--- config.mk ---
export PLATFORM = sky130hd
export DESIGN_NAME = to8bit_stream
export DESIGN_NICKNAME = d
export VERILOG_FILES = /design/src/rtl/to8bit_stream.sv
export SDC_FILE = /design/constraint.sdc
export NUM_CORES = 1
export LEC_CHECK = 0
export CAP_MARGIN = 20
export CORE_UTILIZATION = 30
export CTS_BUF_LIST = sky130_fd_sc_hd__clkbuf_8 sky130_fd_sc_hd__clkbuf_16
export CTS_CLUSTER_SIZE = 40
export DETAILED_ROUTE_END_ITERATION = 8
export GPL_TIMING_DRIVEN = 1
export SLEW_MARGIN = 20
export SYNTH_ARGS = -nofsm -noshare
export SYNTH_HDL_FRONTEND = slang
export SYNTH_SLANG_ARGS = --single-unit
--- constraint.sdc ---
create_clock -name clk -period 6.55 [get_ports clk]
set_input_delay 1.31 -clock clk [delete_from_list [all_inputs] [get_ports clk]]
set_output_delay 1.31 -clock clk [all_outputs]
set_load 0.01 [all_outputs]
--- src/rtl/to8bit_stream.sv ---
// Serialises 1..RATIO-lane words into an OUT_W-bit stream with valid/ready on both sides.
// Optional TO8BIT_LSB_FIRST_EN: send the least significant lane first instead of the most significant.
module to8bit_stream #(
   parameter int OUT_W = 8,
   parameter int RATIO = 4,
   parameter int SW    = 2
) (
   input  logic                   clk,
   input  logic                   rst,
   input  logic                   enb,
   input  logic [OUT_W*RATIO-1:0] dataIn,
   input  logic [SW-1:0]          dataS,
   input  logic                   inValid,
   output logic                   inReady,
   output logic [OUT_W-1:0]       dataOut,
   output logic                   outValid,
   input  logic                   outReady,
   output logic                   outLast
);

   localparam int IN_W = OUT_W * RATIO;
   localparam int CW   = $clog2(RATIO);
   localparam int LW   = CW + 1;

   logic [IN_W-1:0] r_bufWord;
   logic [LW-1:0]   r_bufL;
   logic            r_bufValid;
   logic [IN_W-1:0] r_curWord;
   logic [LW-1:0]   r_curL;
   logic [CW-1:0]   r_cnt;
   logic            r_curValid;

   logic [LW-1:0]   w_inL;
   logic [CW-1:0]   w_lastIdx;
   logic [CW-1:0]   w_laneIdx;
   logic            w_load;
   logic            w_accept;
   logic            w_outFire;

   // Encodings asking for more lanes than RATIO fall back to a single lane.
   always_comb begin
      w_inL = LW'(1);
      if (int'(dataS) <= CW)
         w_inL = LW'(1) << dataS;
   end

   assign w_lastIdx = CW'(r_curL - LW'(1));
   assign outLast   = r_curValid & (r_cnt == w_lastIdx);
   assign outValid  = enb & r_curValid;

`ifdef TO8BIT_LSB_FIRST_EN
   assign w_laneIdx = r_cnt;
`else
   assign w_laneIdx = w_lastIdx - r_cnt;
`endif

   always_comb begin
      dataOut = '0;
      for (int i = 0; i < RATIO; i++)
         if (w_laneIdx == CW'(i))
            dataOut = r_curWord[i*OUT_W +: OUT_W];
   end

   // The buffer can refill on the same edge it hands its word to the shift stage.
   assign w_load    = r_bufValid & (~r_curValid | (outReady & outLast));
   assign inReady   = enb & (~r_bufValid | w_load);
   assign w_accept  = inValid & inReady;
   assign w_outFire = outValid & outReady;

   always_ff @(posedge clk or negedge rst) begin
      if (!rst) begin
         r_bufWord  <= '0;
         r_bufL     <= '0;
         r_bufValid <= 1'b0;
      end else if (enb) begin
         if (w_accept) begin
            r_bufWord  <= dataIn;
            r_bufL     <= w_inL;
            r_bufValid <= 1'b1;
         end else if (w_load) begin
            r_bufValid <= 1'b0;
         end
      end
   end

   always_ff @(posedge clk or negedge rst) begin
      if (!rst) begin
         r_curWord  <= '0;
         r_curL     <= '0;
         r_cnt      <= '0;
         r_curValid <= 1'b0;
      end else if (enb) begin
         if (w_load) begin
            r_curWord  <= r_bufWord;
            r_curL     <= r_bufL;
            r_cnt      <= '0;
            r_curValid <= 1'b1;
         end else if (w_outFire) begin
            if (outLast) begin
               r_curValid <= 1'b0;
               r_cnt      <= '0;
            end else begin
               r_cnt <= r_cnt + CW'(1);
            end
         end
      end
   end

endmodule

# Yosys cells after proc, flatten, opt, wreduce, memory -nomap -nowiden
# Cells that the tools add are included.
[totals] register_bits=72 elab_cells=49 inputBits=39 output_inout_bits=11
[op_classes] reduce_logical=9 eq_ne=4 mux=13 n_addsub=3 bitwise_logic=11 magnitude_cmp=1 shift=1
[op_table] cell="$mux W8" count=4
[op_table] cell="$mux W2" count=4
[op_table] cell="$reduce_and A2 Y1" count=4
[op_table] cell="$and A1 B1 Y1" count=7
[op_table] cell="$reduce_bool A2 Y1" count=3
[op_table] cell="$mux W1" count=5
[op_table] cell="$eq A2 B2 Y1 const B" count=2
[op_table] cell="$reduce_and A3 Y1" count=1
[op_table] cell="$add A2 B1 Y2 const B" count=1
[op_table] cell="$eq A2 B1 Y1 const B" count=1
[op_table] cell="$eq A2 B2 Y1" count=1
[op_table] cell="$le A2 B2 Y1 const B" count=1
[op_table] cell="$logic_not A2 Y1" count=1
[op_table] cell="$not A1 Y1" count=2
[op_table] cell="$or A1 B1 Y1" count=2
[op_table] cell="$shl A1 B2 Y2 const A" count=1
[op_table] cell="$sub A2 B1 Y2 const B" count=1
[op_table] cell="$sub A2 B2 Y2" count=1

# Logic depth before layout (Yosys ltp)
# Gate-level depths: netlist of run 1.
[logic_depth] ltp_word=11 mapped_depth=7 depth_no_buf=5

# Least setup slack after synthesis of run 1
# OpenSTA, ideal clock, no wires.
[synth_timing] path_type="input to output" from="input enb" to="output inReady" stages=3 t_arrival_ps=1968 required_time_ps=5240 path_slack_ps=3272 n_path_buf=1 cell_sequence="clkbuf_1 -> nand3_1 -> o2bb2ai_2"
[synth_between] elab_chain_len=1
[synth_rtl] element="start, declared" line="10" text="input logic enb,"
[synth_rtl] element="$and A1 B1 Y1" line="66" text="assign inReady = enb & (~r_bufValid | w_load);"
[synth_rtl] element="end, declared" line="14" text="output logic inReady,"
# No other way between the ends.

# Worst setup path after layout of run 1
# Same ends and word-level chain as after synthesis.

==> results.md, run 1 <==
* CTS clk-pin slew, worst paths at 70 ps
* Initial antenna violation count at 0
* TNS Setup at 0 ps
* Yosys top cell area share at 0.556
* Worst slew margin at 0.413
* Status: finished clean
* CP bufs+invs at 2
* Leakage at 1.85 nW
* Die Y at 106 µm
* Pwr dens at 580 nW/µm²
* Final ANT Viol Nets at 0
* Grt total ovfl at 0
* Comb pwr share at 0.514
* Data required, critical path at 5240 ps
* Layout cells sized above 1 at 0.347
* Fin crit share at 0.648
* Initial core utilization at 0.311
* Final WL at 5.52 mm
* Crit path DAT at 2940 ps
* Syn nets at 246
* Crit end category: output port
* Routed length per placed instance at 14.0 µm
* Syn Inst Count at 205
* Vias in the first global route at 1891
* Synth area leader: dfrtp_1
* Syn Area/Cell at 15.8 µm²
* Max-slew violation count at 0
* CTS tree: done
* H-tree levels at 3
* Post-synth EDFFs at 0
* Chip width at 106 µm
* Crit-path cells: clkdlybuf4s50_1 > nand3_1 > o2bb2ai_2 > clkdlybuf4s50_1
* Number of setup buffers added after CTS at 0
* Clock Skew at 6.97 ps
* CP top delay family: buffers and inverters
* Inserted Diodes at 0
* Clk pwr share at 0.144
* Max Cap Violations at 0
* Design area at 4010 µm²
* Top cells by area, synth: dfrtp_1 56%, mux2_4 14%, mux2_2 13%, mux2i_1 7.4%, buf_6 1.4%
* Fin. Hold Viols at 0
* Worst hold-check path type: reg2reg
* Crit-path most repeated cell: clkdlybuf4s50_1
* Worst vdd ir at 0.233 mV
* Yosys warnings at 0
* Input/output buffers at 49
* Worst skew pair latency at 340 ps
* DRC at 0
* CTS resizes at 0
* Reg power frac at 0.342
* Area growth syn-to-layout at 23.9%
* Clock root buffer: clkbuf_8
* Via-to-Cell Ratio at 4.49
* #FFs+latches synth at 72
* Post-layout min period at 4250 ps
* Post-Place Worst Slack at 2320 ps
* Filler cells at 1021
* Clock sinks at 72
* Global-route wire length before repair at 9.43 mm
* GRT Overall Usage at 0.110
* CTS Buffer Depth at 2
* DRT iter0 DRCs at 23
* Placement Cell Area at 3830 µm²
* Crit Path Class: in2out
* Worst setup SP type: input pin
* DIE AREA at 11200 µm²
* Slew @ Worst Pin at 880 ps
* Total number of vias at 1772
* Crit-path max cell delay at 670 ps
* Fmax at 0.236 GHz
* Hpwl dp at 3.49 mm
* Net switching power at 0.000761 W
* # hold bufs at CTS at 0
* Count of final setup violators at 0
* Slowest cell on crit path: clkdlybuf4s50_1
* Area of the core at 10400 µm²
* Largest net degree at the start of global routing at 73
* Synth Cell Area at 3240 µm²
* Most used flip-flop cell after synthesis: dfrtp_1
* GPL Wtd Cong at 0.757
* Register area share after synthesis at 0.556
* Critical Path Fanout Max at 8
* I/O pin total at 50
* Final setup margin at 2300 ps
* CTS buffer count at 9
* Synth async-reset ratio at 1.00
* Drt pass-1 iters at 3
* Unrepaired setup endpoints after global routing: no
* NumNets Final at 296
* Net switching fraction of the power at 0.327
* Row Count at 37
* Synth cell types at 28
* Internal power at 0.00157 W
[registers in the layout, summed over array words and instances, names as in the netlist]
signal,count
r_bufWord,32
r_curWord,32
r_bufL,2
r_cnt,2
r_curL,2
r_bufValid,1
r_curValid,1
[Yosys cell counts (all sizes together), types with 2 or more instances]
master	number
o21ai	2
clkbuf	3
dfrtp	72
buf	7
and2	2
inv	2
mux2	68
nand3	3
mux2i	24
ha	2
nand2	8
[worst reg2reg max path: stages, from the launching register on]
cell,delay [ps]
dfrtp_1,430
ha_1,730
nand3_1,220
o2bb2ai_2,220
nand2_2,510
mux2_2,510
[cells in the final DEF, fill, tap and decap left out]
| master | instances |
|---|---|
| a21oi_1 | 1 |
| a22o_1 | 1 |
| a31o_2 | 1 |
| a31oi_1 | 1 |
| and2_1 | 2 |
| buf_4 | 1 |
| bufinv_16 | 1 |
| clkbuf_8 | 9 |
| clkdlybuf4s50_1 | 48 |
| clkinv_2 | 1 |
| clkinv_4 | 1 |
| clkinvlp_4 | 2 |
| dfrtp_1 | 72 |
| ha_1 | 2 |
| inv_1 | 3 |
| mux2_2 | 38 |
| mux2_4 | 30 |
| mux2i_1 | 24 |
| nand2_1 | 7 |
| nand2_2 | 1 |
| nand2b_1 | 1 |
| nand3_1 | 2 |
| nand3_4 | 1 |
| nor2b_1 | 1 |
| o21ai_0 | 1 |
| o21ai_2 | 1 |
| o21bai_1 | 1 |
| o2bb2ai_2 | 1 |
| o41ai_1 | 1 |
| or3_1 | 1 |
| xnor2_4 | 1 |
| xnor3_2 | 1 |
[routing by layer]
metal,wire length (µm),global-route usage
met2,2660,0.174
met1,2590,0.139
met4,24,0.0367
met3,251,0.0417
met5,0,0
[power groups by stage]
stage | sequential [W] | clock (W) | combinational, W
5_1_grt | 0.000826 | 0.000373 | 0.00129
3_3_place_gp | 0.000801 | 0 | 0.00120
3_5_place_dp | 0.000806 | 0 | 0.00122
4_1_cts | 0.000798 | 0.000349 | 0.00122
6_report | 0.000796 | 0.000336 | 0.00119
2_1_floorplan | 0.000761 | 0 | 0.000899
[layout make-up]
class | count | area, µm² | share of cell area
Clock buffer | 9 | 124 | 0.0309
Multi-Input combinational cell | 121 | 1360 | 0.339
Timing Repair Buffer | 49 | 488 | 0.122
Inverter | 2 | 7.51 | 0.00187
Tap cell | 136 | 170 | 0.0424
Sequential cell | 72 | 1800 | 0.449
Clock inverter | 6 | 62.6 | 0.0156
[metrics by stage]
step                hold slack, ps  utilization  power [W]  cells
floorplan                      475            -    0.00166    205
global placement               485        0.367    0.00200    380
detailed placement             488        0.367    0.00203    380
CTS                            505        0.385    0.00237    395
global route                   517        0.385    0.00249    395
finish                         502        0.385    0.00233    395
[cell families (layout without fill, tap and decap cells)]
| logic type | after synthesis | in the layout | share of synthesized area |
|---|---|---|---|
| multiplexers | 92 | 92 | 0.345 |
| adder cells (fa/ha/maj) | 2 | 2 | 0.00772 |
| buffers and inverters | 12 | 66 | 0.0243 |
| XOR/XNOR | 2 | 2 | 0.0158 |
| flip-flops | 72 | 72 | 0.556 |
| AO/OA/AOI/OAI | 9 | 9 | 0.0228 |
| AND/OR/NAND/NOR | 16 | 16 | 0.0282 |
[path summary, 6_finish.rpt]
check / startpoint / to / slack [ps] / depth (start not counted)
max: enb / inReady / 2300 / 4
min: r_bufL[1] / r_curL[1] / 500 / 1
max reg2reg: r_cnt[0] / r_bufWord[27] / 3820 / 5
min reg2reg: r_bufL[1] / r_curL[1] / 500 / 1
max in group asynchronous: rst / r_bufWord[31] / 4890 / 1
min in group asynchronous: rst / r_bufWord[21] / 1100 / 1
No activity file was read; power rests on OpenSTA's default activity.
==> run 2: changes to the inputs <==
==> constraint.sdc (replaced) <==
create_clock -name clk -period 4.2 [get_ports clk]
set_input_delay 0.84 -clock clk [delete_from_list [all_inputs] [get_ports clk]]
set_output_delay 0.84 -clock clk [all_outputs]
set_load 0.01 [all_outputs]
==> results.md, run 2 (synthesis results as in run 1) <==
* Status: finished clean
* Area of the core at 10400 µm²
* Clock root buffer: clkbuf_8
* Input/output buffers at 49
* FF+latch area at 1800 µm²
* Initial antenna violation count at 0
* Fmax at 0.290 GHz
* GPL Wtd Cong at 0.758
* Inserted Diodes at 0
* Critical Path Fanout Max at 16
* Vias in the first global route at 1901
* Crit Path Class: reg2out
* CTS Buffer Depth at 2
* Hpwl dp at 3.54 mm
* Worst setup SP type: flop
* Max-slew violation count at 0
* Initial core utilization at 0.311
* Top Registers: r_bufWord x32, r_curWord x32
* Final WL at 5.62 mm
* DIE AREA at 11200 µm²
* Chip width at 106 µm
* Clock sinks at 72
* Worst skew pair latency at 340 ps
* CTS clk-pin slew, worst paths at 80 ps
* Most common cell after layout, fill and taps aside: dfrtp_1
* Final hold slack at 503 ps
* TNS Setup at 0 ps
* Global-route wire length before repair at 9.48 mm
* GRT Overall Usage at 0.111
* NumNets Final at 297
* CTS resizes at 0
* Pwr dens at 906 nW/µm²
* Drt pass-1 iters at 4
* Worst vdd ir at 0.503 mV
* H-tree levels at 3
* Post-layout min period at 3450 ps
* Leakage at 1.85 nW
* Total number of vias at 1801
* Die Y at 106 µm
* CTS tree: done
* I/O pin total at 50
* Filler cells at 1022
* # hold bufs at CTS at 0
* Crit path DAT at 2610 ps
* Area growth syn-to-layout at 24.3%
* Worst hold-check path type: reg2reg
* Crit end category: output port
* Clock Skew at 9.11 ps
* Count of final setup violators at 0
* Layout cells sized above 1 at 0.356
* Via-to-Cell Ratio at 4.54
* DRT iter0 DRCs at 48
* Highest-count cells in the layout ignoring fill and taps: 72 x dfrtp_1, 48 x clkdlybuf4s50_1, 38 x mux2_2, 30 x mux2_4, 24 x mux2i_1
* DRC at 0
* Number of setup buffers added after CTS at 0
* Worst slew margin at 0.384
* Area occupied by multi-input gates at 1360 µm²
* Routed length per placed instance at 14.2 µm
* CTS buffer count at 9
* Fin crit share at 0.822
* Fin. Hold Viols at 0
* Data required, critical path at 3360 ps
* Row Count at 37
* Grt total ovfl at 0
* Max Cap Violations at 0
* Unrepaired setup endpoints after global routing: no
* Largest net degree at the start of global routing at 73
* Slew @ Worst Pin at 925 ps
* Final ANT Viol Nets at 0
run 2: changes by cell type in the layout (fill, tap and decap cells not counted):
cell / change
buf_4: +1
clkinv_4: -1
clkbuf_8: +3
clkinvlp_4: +1
inv_1: -1
bufinv_16: -1
run 2: routing by layer:
layer  vias to the layer above  global-route usage  routed length [µm]
met3                        11              0.0423                 312
met4                         0              0.0407                  85
li1                        838                   -                   -
met2                        46               0.168                2620
met1                       906               0.144                2600
met5                         -                   0                   0
run 2: worst paths after layout:
| kind | startpoint | to | slack, ps | cells past startpoint |
|---|---|---|---|---|
| hold / removal | r_bufWord[27] | r_curWord[27] | 500 | 1 |
| hold reg to reg | r_bufWord[27] | r_curWord[27] | 500 | 1 |
| setup reg to reg | r_cnt[0] | r_bufWord[27] | 1440 | 5 |
| min in group asynchronous | rst | r_bufWord[22] | 600 | 1 |
| setup / recovery | r_cnt[1] | dataOut[6] | 750 | 6 |
| max in group asynchronous | rst | r_bufWord[30] | 2950 | 1 |
run 2: layout make-up:
type,count,share of cell area
inverter,2,0.00186
sequential,72,0.447
tap,136,0.0422
multi-input combinational,121,0.338
clock buffer,12,0.0410
clock inverter,4,0.00683
timing repair buffer,50,0.123
run 2: report_power, final:
| part | leakage (nW) | total, W | switching [W] | internal (W) |
|---|---|---|---|---|
| Combinational | 0.898 | 0.00188 | 0.000741 | 0.00114 |
| Clock | 0.0906 | 0.000518 | 0.000256 | 0.000262 |
| Sequential | 0.862 | 0.00125 | 0.000202 | 0.00105 |
run 2: critical path: stages (launching register included):
cell             delay (ps)
dfrtp_1                 380
xnor3_2                 540
xnor2_4                 150
buf_4                   310
mux2i_1                 130
mux2i_1                 180
clkdlybuf4s50_1         560
run 2: through the flow:
stage	std cells	total power (W)	cell area, µm²	util	setup slack (ps)
after floorplan	205	0.00259	3240	-	1690
after global placement	381	0.00314	3830	0.368	963
after detailed placement	381	0.00318	3830	0.368	927
after CTS	397	0.00372	4030	0.387	695
after global routing	397	0.00390	4030	0.387	588
final	397	0.00365	4030	0.387	749
==> patch (config.mk and constraints of run 2) <==
Change the parameter `OUT_W` from 8 to 7.
--- a/src/rtl/to8bit_stream.sv
+++ b/src/rtl/to8bit_stream.sv
@@ -1,7 +1,7 @@
 // Serialises 1..RATIO-lane words into an OUT_W-bit stream with valid/ready on both sides.
 // Optional TO8BIT_LSB_FIRST_EN: send the least significant lane first instead of the most significant.
 module to8bit_stream #(
-   parameter int OUT_W = 8,
+   parameter int OUT_W = 7,
    parameter int RATIO = 4,
    parameter int SW    = 2
 ) (
Interface: changed (resized dataIn and dataOut); port bits go from 50 to 45. The function was not compared with the original's and may differ.
==> patch against run 2 <==
  * Total power down 7.3%
  * Area after synthesis down 9.3%
  * Final cell count down 7.6%
  * Design area down 8.1%
  * Sequential cell count down 8
  * Via count down 13%
  * Setup slack worse by 0.13 ns
  * Combinational power down 10%
  * Clock power up 11%
  * Wire length down 9.2%
  * Largest cell class unchanged
  * Highest routed layer unchanged
==> patch: results (changes against run 2) <==
| Metric | Value |
|---|---|
| Static leakage power | `1.68 nW (-9.1%)` |
| Slew HR | `38.1% (-0.24 points)` |
| Worst slack, placed | `0.910 ns (-0.0177 ns)` |
| GP Congestion | `0.679 (-10%)` |
| Filler cells | `903 (-12%)` |
| Fmax | `279 MHz (-3.6%)` |
| First-pass GRT wire length | `8400 µm (-11%)` |
| Routed length per placed instance | `13.9 µm (-1.8%)` |
| Initial drt markers | `25 (-48%)` |
| DR pass1 iterations | `3 (-1)` |
| Post-synthesis xor/xnor area fraction | `1.75% (+0.16 points)` |
| Worst Path Arrival | `2.74 ns (+0.13 ns)` |
| Worst IR Drop VDD | `0.000374 V (-26%)` |
| Yosys cell types | `27 (-3.6%)` |
| Synthesized net count | `223 (-9.3%)` |
| Outcome | `completed` |
| Slowest-stage cell, CP | `xnor2_4` |
| Nets | `270 (-9.1%)` |
| Synth area leaders | `dfrtp_1 55%, mux2_4 15%, mux2_2 12%` |
| Synth Area in Compound Gates | `2.68% (+0.41 points)` |
| Setup bufs post-CTS | `0 (unchanged)` |
| Adder-cell area share of the yosys netlist | `0.852% (+0.080 points)` |
| Worst Hold Path EP | `r_curWord[6]` |
| Via count | `1567 (-13%)` |
| Sequential element share of the synthesized area | `54.5% (-1.1 points)` |
| Clock slew at reported path FFs | `0.07 ns` |
| CP Max Fanout | `14 (-2)` |
| Vias in the first global route | `1686 (-11%)` |
| Final Skew | `0.00728 ns (-0.00183 ns)` |
| Min-delay src | `r_bufWord[6]` |
| CP max stage delay | `0.58 ns (+0.02 ns)` |
| Largest net degree at the start of global routing | `44 (-40%)` |
| Commonest cells in the netlist | `64 x dfrtp_1, 31 x mux2_2, 30 x mux2_4` |
| Critical R2R Capture | `r_bufWord[21]` |
| Top flop regs | `r_bufWord: 28 flops, r_curWord: 28 flops` |
| GRT Util Overall | `11.1% (-0.038 points)` |
| Mux contribution to synthesized area | `34.4% (-0.15 points)` |
| I/O Buffers | `44 (-10%)` |
==> patch: layout make-up <==
cell class	count	area, µm²	area share (%)
timing repair buffer	46	470	12.7
clock inverter	6	83.8	2.27
sequential	64	1600	43.3
multi-input combinational	111	1240	33.6
clock buffer	10	138	3.72
tap	129	161	4.36
inverter	1	3.75	0.101
==> patch: power by group <==
part	internal, mW	total, mW	switching, mW
logic	1.03	1.69	0.656
registers	0.931	1.12	0.186
clock network	0.347	0.576	0.229
==> patch: cell families after synthesis <==
kind of cell	after synthesis
DFF	64
xor gates and xnor gates	2
buffers and inverters	11
muxes	82
AOI/OAI and AO/OA	11
adders and majority gates	2
and+or+nand+nor	14
==> patch: worst max-delay path by stage <==
stage,start,end
2_1_floorplan,r_cnt[1],dataOut[2]
3_3_place_gp,r_cnt[1],dataOut[4]
3_5_place_dp,r_cnt[1],dataOut[1]
4_1_cts,r_cnt[1],dataOut[1]
5_1_grt,r_cnt[1],dataOut[1]
6_report,r_cnt[1],dataOut[4]
==> patch: routing by layer <==
layer / part of all wire, % / track usage [%] / routed length, µm
met4: 1.3 / 3.68 / 68
met5: 0 / 0 / 0
met1: 47 / 14.2 / 2420
met2: 46 / 17.3 / 2370
met3: 4.7 / 3.95 / 242
==> patch: per-stage QoR <==
| step | hold WS, ns | instances |
|---|---|---|
| 2_1_floorplan | 0.472 | 186 |
| 3_3_place_gp | 0.483 | 350 |
| 3_5_place_dp | 0.494 | 350 |
| 4_1_cts | 0.504 | 366 |
| 5_1_grt | 0.525 | 367 |
| 6_report | 0.499 | 367 |
